--- config.mk ---
export PLATFORM = sky130hd
export DESIGN_NAME = seq_mult_16
export DESIGN_NICKNAME = d
export VERILOG_FILES = /design/src/rtl/seq_mult_16.sv
export SDC_FILE = /design/constraint.sdc
export NUM_CORES = 1
export LEC_CHECK = 0
export CORE_MARGIN = 2
export CORE_UTILIZATION = 49
export CTS_CLUSTER_DIAMETER = 30
export DETAILED_ROUTE_END_ITERATION = 16
export PLACE_DENSITY = 0.89
export SYNTH_ARGS = -nofsm -noshare
export SYNTH_HDL_FRONTEND = slang
export SYNTH_SLANG_ARGS = --single-unit
--- constraint.sdc ---
create_clock -name clk -period 5.5 [get_ports clk]
set_clock_uncertainty 0.2 [all_clocks]
set_input_delay 0.825 -clock clk [delete_from_list [all_inputs] [get_ports clk]]
set_output_delay 0.825 -clock clk [all_outputs]
set_load 0.01 [all_outputs]
--- src/rtl/seq_mult_16.sv ---
// seq_mult_16: 16x16 unsigned shift-and-add multiplier.
// Sequences an external bit_16 adder; 17-cycle start-to-done latency.
module seq_mult_16 (
  input  logic        clk,
  input  logic        rst,
  input  logic        start,
  input  logic [15:0] multiplicand,
  input  logic [15:0] multiplier,
  output logic [15:0] add_a,
  output logic [15:0] add_b,
  output logic        add_cin,
  input  logic [15:0] add_s,
  input  logic        add_cout,
  output logic        busy,
  output logic        done,
  output logic [31:0] product
);

  typedef enum logic [1:0] {
    IDLE,
    RUN,
    DONE
  } state_t;

  state_t      state;
  state_t      state_nxt;
  logic        load;
  logic        last;
  logic [15:0] m_reg;
  logic [15:0] acc;
  logic [15:0] q_reg;
  logic [3:0]  cnt;

  // state register
  always_ff @(posedge clk or posedge rst) begin
    if (rst) state <= IDLE;
    else     state <= state_nxt;
  end

  // next state; start is honoured in IDLE and DONE only
  always_comb begin
    state_nxt = state;
    load      = 1'b0;
    last      = 1'b0;
    unique case (state)
      IDLE: begin
        if (start) begin
          load      = 1'b1;
          state_nxt = RUN;
        end
      end
      RUN: begin
        if (cnt == 4'd15) begin
          last      = 1'b1;
          state_nxt = DONE;
        end
      end
      DONE: begin
        if (start) begin
          load      = 1'b1;
          state_nxt = RUN;
        end else begin
          state_nxt = IDLE;
        end
      end
      default: state_nxt = IDLE;
    endcase
  end

  // datapath: {cout,sum,q} shifts right once per RUN cycle
  always_ff @(posedge clk or posedge rst) begin
    if (rst) begin
      m_reg   <= '0;
      acc     <= '0;
      q_reg   <= '0;
      cnt     <= '0;
      product <= '0;
    end else if (load) begin
      m_reg <= multiplicand;
      q_reg <= multiplier;
      acc   <= '0;
      cnt   <= '0;
    end else if (state == RUN) begin
      acc   <= {add_cout, add_s[15:1]};
      q_reg <= {add_s[0], q_reg[15:1]};
      cnt   <= cnt + 4'd1;
      if (last) product <= {add_cout, add_s, q_reg[15:1]};
    end
  end

  // adder operands come from registers only, so no loop through bit_16
  always_comb begin
    add_a   = acc;
    add_b   = (state == RUN && q_reg[0]) ? m_reg : 16'd0;
    add_cin = 1'b0;
    busy    = (state == RUN);
    done    = (state == DONE);
  end

endmodule
==> flow_summary.yaml, run 1 <==
clock_tree:
  numCtsBuffers: 9
  clk_pin_slew_ns: 0.09
  insertion_delay_ns: 0.35
  ctsHoldBuffers: 0
  htree_levels: 3
  cts-root-buf: "clkbuf_8"
  cts_setup_buffers: 0
  clock-sinks: 86
  clk_path_buf_depth: 2
  cts_tree: "built"
  ctsResizeCount: 0
grt:
  grt_max_degree: 54
  gr-usage-all-layers_pct: 20.3
  grt_pass1_vias: 2529
  antenna_found_initial: 0
  grt_pass1_wl_mm: 12.1
  gr-total-overflow: 0
detailed_routing:
  drtIter0Drc: 102
  first_pass_iters: 4
  vias: 2447
  drc_errors: 0
  wl_per_cell_um: 16.2
  antenna_left: 0
  totalWireLength_mm: 7.53
  viasPerCell: 5.25
setup_path:
  worstReg2RegStart: "state[0]"
  critical_path_class: "reg -> out"
  worst_ep_arrival_time_ns: 2.74
  rr_endpoint: "add_a[1]"
  cp.required_ns: 4.47
  critPathMaxFanout: 53
  r2r_cells: 4
  regToRegSetupSlack_ns: 3.03
  critPathLaunchType: "flop"
  worstSetupEndpointType: "output pin"
yosys:
  synth_area_um2: 3480
  yosysTopAreaCell: "dfrtp_1"
  ys_ff_latch: 86
  syn_nets: 307
  post_synth_num_cell_types: 28
  synth.area.top_cells: "dfrtp_1 (62%), mux2_1 (9.4%), mux2_2 (6.5%)"
  synth_ff_type: "dfrtp_1"
  synth.top_cell.area_share_pct: 61.8
  ys_async_sr_fraction_pct: 100
  ys_top_cells_by_count: "dfrtp_1 (86), mux2_1 (29), mux2_2 (20)"
  yosysWarnings: 0
  synth-seq-area-share_pct: 61.8
  synth_edf_count: 0
  syn_avg_cell_area_um2: 13.7
  yosysMostFrequentCell: "dfrtp_1"
  syn_inst: 254
min_path:
  hold_path.class: "reg -> reg"
  hp-start: "product[0]"
  hold_path_end: "product[0]"
  hold_depth: 1
sta:
  fin_setup_tns_ns: 0
  post-route-min-period_ns: 3.77
  final-hold-violation-count: 0
  fmax_mhz: 265
  setup_viol: 0
  rsz0062_at_grt: "no"
  fin_crit_sh_pct: 68.5
  worst_pin_slew_ns: 0.968
  slew_violations: 0
  slew-limit-headroom_pct: 35.4
cells_and_area:
  insertedDiodeCount: 0
  fin_area_um2: 4880
  area_growth_pct: 40.1
  drive_gt1_share_pct: 11.4
  top_register: "product"
  largest_reg_flops: 32
  final_nets: 418
floorplan:
  start_util_pct: 51.0
  fp.dieW_um: 88.3
  io-pin-count: 119
  placeableCoreArea_um2: 6830
  die_h_um: 88.3
  rows: 30
  die_area_um2: 7790
power:
  pwr-share-comb_pct: 41.1
  clkPwrFrac_pct: 17.1
  p_switching_uw: 867
  intPower_uw: 1790
  p_sw_share_pct: 32.6
  leakage_uw: 0.00218
  power_density_nw_per_um2: 545
  ir_worst_vdd_mv: 0.291
  seq_power_share_pct: 41.9
placement:
  dpl.hpwl_mm: 5.07
  place_area_um2: 4670
  place.gp.congestion: 0.735
  io_buffers: 117
job:
  cap_violations: 0
run_status:
  outcome: "finished clean"
==> worst max-delay path by stage <==
stage              from        end  slack, ns  cells past startpoint
4_1_cts        state[1]   add_b[6]       1.75                      4
3_5_place_dp   state[1]   add_b[6]       2.13                      4
2_1_floorplan       rst   add_a[0]       2.25                      1
3_3_place_gp   state[1]   add_b[0]       2.19                      4
5_1_grt        state[1]  add_b[11]       1.58                      4
6_report       state[1]   add_b[6]       1.73                      4
==> worst max-delay path, cell delays in order (launching register included) <==
cell and delay [ns]:
dfrtp_1 0.38, nand2b_1 0.55, inv_4 0.65, and3_1 0.24, clkdlybuf4s50_1 0.53
==> power by group through the flow <==
stage | combinational (µW) | sequential, µW | clock, µW
floorplan | 504 | 1150 | 0
global placement | 1070 | 1110 | 0
detailed placement | 1110 | 1120 | 0
CTS | 1110 | 1110 | 462
global route | 1180 | 1150 | 489
finish | 1090 | 1110 | 453
==> area by class of cell <==
class / count / area (µm²)
multi-input combinational: 148 / 1210
sequential: 86 / 2150
fill: 491 / 1960
tap: 96 / 120
clock inverter: 6 / 68.8
timing repair buffer: 118 / 1180
inverter: 2 / 11.3
clock buffer: 10 / 138
==> metal layers <==
layer	track usage (%)	up-vias	routed length, µm
met4	6.75	0	74
met2	34.0	78	3730
met3	4.94	6	433
met5	0	-	0
li1	-	1136	-
met1	26.1	1227	3290
==> stage by stage <==
step | hold WS (ns) | cells | total power, µW | worst slack, ns | util, %
2_1_floorplan | 0.253 | 254 | 1660 | 2.25 | -
3_3_place_gp | 0.267 | 450 | 2170 | 2.19 | 68.4
3_5_place_dp | 0.274 | 450 | 2230 | 2.13 | 68.4
4_1_cts | 0.294 | 466 | 2690 | 1.75 | 71.4
5_1_grt | 0.312 | 466 | 2830 | 1.58 | 71.4
6_report | 0.290 | 466 | 2660 | 1.73 | 71.4
==> kinds of logic (layout without fill, tap and decap cells) <==
family	after synthesis	count (layout)	synth area share (%)
AOI/OAI and AO/OA	35	35	7.94
xor gates and xnor gates	1	1	0.252
adders and majority gates	1	1	0.359
buffers and inverters	20	136	3.63
DFF	86	86	61.8
muxes	53	53	17.0
other	1	1	0.108
and+or+nand+nor	57	57	8.88
==> cell usage in the layout (no fill, tap or decap), types with 2 or more instances in the layout <==
cell / netlist / layout
and3_1: 16 / 16
clkbuf_8: 0 / 10
mux2_2: 20 / 20
mux2i_1: 4 / 4
nand2_1: 19 / 19
nand2b_1: 2 / 2
o21ai_0: 3 / 3
a22o_1: 17 / 17
mux2_1: 29 / 29
clkdlybuf4s50_1: 0 / 117
clkinv_2: 0 / 2
clkinv_4: 0 / 2
nand3_1: 15 / 15
a22oi_1: 13 / 13
dfrtp_1: 86 / 86
No activity file was read; power rests on OpenSTA's default activity.
==> inputs of run 2 (changes only) <==
--- a/config.mk
+++ b/config.mk
@@ -6,10 +6,10 @@
 export NUM_CORES = 1
 export LEC_CHECK = 0
 export CORE_MARGIN = 2
-export CORE_UTILIZATION = 49
+export CORE_UTILIZATION = 45
 export CTS_CLUSTER_DIAMETER = 30
 export DETAILED_ROUTE_END_ITERATION = 16
-export PLACE_DENSITY = 0.89
+export PLACE_DENSITY = 0.83
 export SYNTH_ARGS = -nofsm -noshare
 export SYNTH_HDL_FRONTEND = slang
 export SYNTH_SLANG_ARGS = --single-unit
==> constraint.sdc (replaced) <==
create_clock -name clk -period 3.6 [get_ports clk]
set_clock_uncertainty 0.2 [all_clocks]
set_input_delay 0.54 -clock clk [delete_from_list [all_inputs] [get_ports clk]]
set_output_delay 0.54 -clock clk [all_outputs]
set_load 0.01 [all_outputs]
==> run 2 against run 1 <==
  * Register-to-register slack lost 1.5 ns
  * Setup slack lost 0.98 ns
  * Sequential share of layout area grew 0.19 points
  * Cell area shrank 0.44%
  * Wire length shrank 1.8%
  * Core utilization shrank 7.6 points
  * Sequential power grew 53%
  * Non-clock buffer count grew 3
  * Critical path depth is the same
  * Via count shrank 1.5%
  * Largest power group unchanged
==> flow_summary.yaml, run 2 (synthesized netlist as in run 1, its figures left out) <==
grt:
  grt_max_degree: 54
  grt_pass1_vias: 2429
  antenna_found_initial: 0
  gr-total-overflow: 0
  gr-usage-all-layers_pct: 18.0
  grt_pass1_wl_mm: 12.0
power:
  clkPwrFrac_pct: 14.2
  p_switching_uw: 1280
  p_sw_share_pct: 32.6
  intPower_uw: 2640
  pwr-share-comb_pct: 42.6
  seq_power_share_pct: 43.2
  power_density_nw_per_um2: 808
  leakage_uw: 0.00217
  ir_worst_vdd_mv: 0.377
setup_path:
  critPathMaxFanout: 53
  critPathLaunchType: "flop"
  regToRegSetupSlack_ns: 1.55
  worstReg2RegStart: "cnt[0]"
  rr_endpoint: "product[28]"
  cp.required_ns: 2.86
  r2r_cells: 4
  critical_path_class: "reg -> out"
  worst_ep_arrival_time_ns: 2.11
  worstSetupEndpointType: "output pin"
sta:
  final-hold-violation-count: 0
  slew_violations: 0
  worst_pin_slew_ns: 0.834
  fin_crit_sh_pct: 79.2
  rsz0062_at_grt: "no"
  slew-limit-headroom_pct: 44.3
  fin_setup_tns_ns: 0
  fmax_mhz: 351
  post-route-min-period_ns: 2.85
  setup_viol: 0
  hold_ws_ns: 0.288
clock_tree:
  clock-sinks: 86
  htree_levels: 3
  ctsHoldBuffers: 0
  insertion_delay_ns: 0.34
  numCtsBuffers: 9
  ctsResizeCount: 0
  clk_path_buf_depth: 2
  cts_setup_buffers: 0
  cts-root-buf: "clkbuf_8"
  cts_tree: "built"
  clk_pin_slew_ns: 0.08
placement:
  io_buffers: 117
  dpl.hpwl_mm: 5.09
  dpl.cell_count: 459
  place.gp.congestion: 0.720
detailed_routing:
  totalWireLength_mm: 7.39
  wl_per_cell_um: 15.6
  vias: 2411
  drtIter0Drc: 59
  viasPerCell: 5.09
  drc_errors: 0
  first_pass_iters: 4
  antenna_left: 0
floorplan:
  die_h_um: 92.0
  io-pin-count: 119
  placeableCoreArea_um2: 7610
  start_util_pct: 45.8
  fp.dieW_um: 92.0
  die_area_um2: 8450
  rows: 32
cells_and_area:
  final_nets: 421
  stdcell_count: 474
  final_cell_mix: "clkdlybuf4s50_1 (117), dfrtp_1 (86), mux2_1 (29)"
  layout_commonest_cell: "clkdlybuf4s50_1"
  drive_gt1_share_pct: 11.6
  area_growth_pct: 39.5
  largest_reg_flops: 32
  insertedDiodeCount: 0
  final_util_pct: 63.8
  top_register: "product"
min_path:
  hold_path_end: "product[24]"
  hold_depth: 1
  hp-start: "product[24]"
  hold_path.class: "reg -> reg"
run_status:
  outcome: "finished clean"
job:
  cap_violations: 0
[run 2: power groups by stage]
stage | combinational (µW) | sequential, µW | clock [µW]
2_1_floorplan | 770 | 1760 | 0
3_3_place_gp | 1640 | 1700 | 0
3_5_place_dp | 1700 | 1710 | 0
4_1_cts | 1700 | 1700 | 577
5_1_grt | 1810 | 1760 | 616
6_report | 1670 | 1700 | 556
[run 2: final cells by class]
class	instances	area [µm²]
inverter	2	11.3
tap	102	128
clock buffer	10	128
clock inverter	5	27.5
fill	596	2750
timing repair buffer	121	1200
multi-input combinational	148	1210
sequential	86	2150
[run 2: how the worst max path moves through the flow]
stage          startpoint        end  slack [ns]  depth (start not counted)
6_report         state[1]  add_b[15]        0.75                          4
5_1_grt          state[1]  add_b[15]        0.61                          4
4_1_cts          state[1]  add_b[15]        0.71                          4
3_5_place_dp        start   add_a[3]        1.05                          4
3_3_place_gp        start   add_a[2]        1.09                          4
2_1_floorplan         rst   add_a[0]        0.64                          1
[run 2: metal layers]
metal  up-vias  GRT usage [%]  share of wire [%]
met3         9           4.44                5.8
met1      1190           22.9                 42
li1       1134              -                  -
met5         -              0                  0
met2        78           29.7                 50
met4         0           6.97                1.5
[run 2: stage by stage]
step / total power, µW / cell area [µm²] / setup WS (ns)
2_1_floorplan: 2530 / 3480 / 0.638
3_3_place_gp: 3340 / 4700 / 1.09
3_5_place_dp: 3410 / 4700 / 1.05
4_1_cts: 3980 / 4850 / 0.706
5_1_grt: 4180 / 4850 / 0.611
6_report: 3920 / 4850 / 0.750
[run 2: worst max-delay path, stage by stage (launching register included)]
cell             delay (ns)
dfrtp_1                0.37
nand2b_1               0.18
inv_4                  0.41
and3_1                 0.25
clkdlybuf4s50_1        0.54
==> inputs of run 3 (changes only) <==
==> constraint.sdc (replaced) <==
create_clock -name clk -period 2.85 [get_ports clk]
set_clock_uncertainty 0.2 [all_clocks]
set_input_delay 0.4275 -clock clk [delete_from_list [all_inputs] [get_ports clk]]
set_output_delay 0.4275 -clock clk [all_outputs]
set_load 0.01 [all_outputs]
==> run 3 against run 2 <==
  * Via count is 0.25% higher
  * Count of clock-buffer cells in the layout up 1
  * Register-to-register slack got worse by 0.75 ns
  * Non-clock buffer count up 2
  * Critical path depth did not move
  * Clock power rose by 82%
  * Final cell count up 0.42%
  * Setup slack worse by 0.49 ns
  * Cell area increased by 2.2%
  * Sequential cell count unchanged
  * Worst hold slack got worse by 0.034 ns
==> flow_summary.yaml, run 3 (synthesized netlist as in run 1, its figures left out) <==
clock_tree:
  cts_setup_buffers: 0
  clock-sinks: 86
  ctsResizeCount: 0
  htree_levels: 3
  clk_path_buf_depth: 2
  cts_tree: "built"
  cts-root-buf: "clkbuf_8"
  insertion_delay_ns: 0.35
  ctsHoldBuffers: 0
  clk_pin_slew_ns: 0.08
  numCtsBuffers: 9
setup_path:
  slowest_stage: "clkdlybuf4s50_1"
  cp.required_ns: 2.22
  worstReg2RegStart: "state[1]"
  critPathMaxFanout: 35
  path_delay_family: "buffers and inverters"
  worst_ep_arrival_time_ns: 1.96
  worstSetupEndpointType: "output pin"
  critPathLaunchType: "flop"
  critical_path_class: "reg -> out"
  r2r_cells: 4
  rr_endpoint: "product[30]"
  crit_path_cell_trace: "nand2b_1 > inv_4 > and3_1 > clkdlybuf4s50_1"
  regToRegSetupSlack_ns: 0.80
  worst_path_largest_cell_delay_ns: 0.53
  crit_buf_inv: 2
  crit_start: "state[1]"
sta:
  slew-limit-headroom_pct: 55.9
  fin_crit_sh_pct: 90.8
  setup_viol: 0
  slew_violations: 0
  worst_pin_slew_ns: 0.661
  rsz0062_at_grt: "no"
  final-hold-violation-count: 0
  fmax_mhz: 386
  fin_setup_tns_ns: 0
  post-route-min-period_ns: 2.59
power:
  ir_worst_vdd_mv: 0.553
  power_density_nw_per_um2: 1070
  power_uw: 5290
  leakage_uw: 0.00223
placement:
  place.gp.congestion: 0.702
  dpl.hpwl_mm: 5.31
  dpl.cell_count: 461
  io_buffers: 117
grt:
  grt_max_degree: 36
  grt_pass1_vias: 2518
  use_met1_pct: 24.5
  grt_use_met2_pct: 30.6
  gr-usage-all-layers_pct: 18.9
  grt.met3_usage_pct: 4.77
  grt_pass1_wl_mm: 12.4
  busiest_layer: "met2"
  gr-total-overflow: 0
  antenna_found_initial: 0
detailed_routing:
  wl_per_cell_um: 16.0
  antenna_left: 0
  totalWireLength_mm: 7.61
  viasPerCell: 5.08
  first_pass_iters: 4
  drc_errors: 0
  drtIter0Drc: 99
  vias: 2417
floorplan:
  placeableCoreArea_um2: 7610
  die_area_um2: 8450
  io-pin-count: 119
  rows: 32
  fp.dieW_um: 92.0
  die_h_um: 92.0
  start_util_pct: 45.8
cells_and_area:
  layout_commonest_cell: "clkdlybuf4s50_1"
  final_util_pct: 65.2
  top_register: "product"
  largest_reg_flops: 32
  area_growth_pct: 42.6
  drive_gt1_share_pct: 12.0
  final_cell_mix: "clkdlybuf4s50_1 (117), dfrtp_1 (86), mux2_1 (29)"
  final_nets: 423
  stdcell_count: 476
  insertedDiodeCount: 0
job:
  cap_violations: 0
min_path:
  hold_path.class: "in -> async"
run_status:
  outcome: "finished clean"
-- run 3: cell types whose count changed in the layout (fill, tap and decap cells not counted) --
cell	before	now
buf_4	4	5
clkinvlp_4	1	0
buf_12	0	1
clkinv_2	5	2
clkbuf_8	9	10
bufinv_16	0	3
-- run 3: power by group --
group          switching [µW]  internal [µW]  leakage [µW]  total, µW
sequential                353           1790       0.00105       2150
combinational             879           1250       0.00105       2130
clock                     407            601      0.000119       1010
-- run 3: how the worst max path moves through the flow --
stage	endpoint	slack, ns	cells after the start
after floorplan	add_a[0]	0.0007	1
after global placement	add_a[15]	0.59	4
after detailed placement	add_a[3]	0.53	4
after CTS	add_b[13]	0.22	4
after global routing	add_b[13]	0.11	4
final	add_b[1]	0.26	4
-- run 3: metrics by stage --
stage                     cell area, µm²  hold slack [ns]  worst slack, ns
after global routing                4960            0.299            0.109
after floorplan                     3480            0.253         0.000651
final                               4960            0.254            0.262
after global placement              4730            0.268            0.587
after detailed placement            4730            0.278            0.527
after CTS                           4960            0.254            0.224
-- run 3: final cells by class --
cell class                 count  area, µm²
fill                         612       2640
sequential                    86       2150
timing repair buffer         123       1230
multi-input combinational    148       1210
clock buffer                  11        141
tap                          102        128
clock inverter                 4       95.1
inverter                       2       11.3
-- run 3: metal layers --
metal	vias up	routed length, µm
li1	1142	-
met1	1196	3370
met2	69	3770
met3	10	361
met4	0	113
met5	-	0
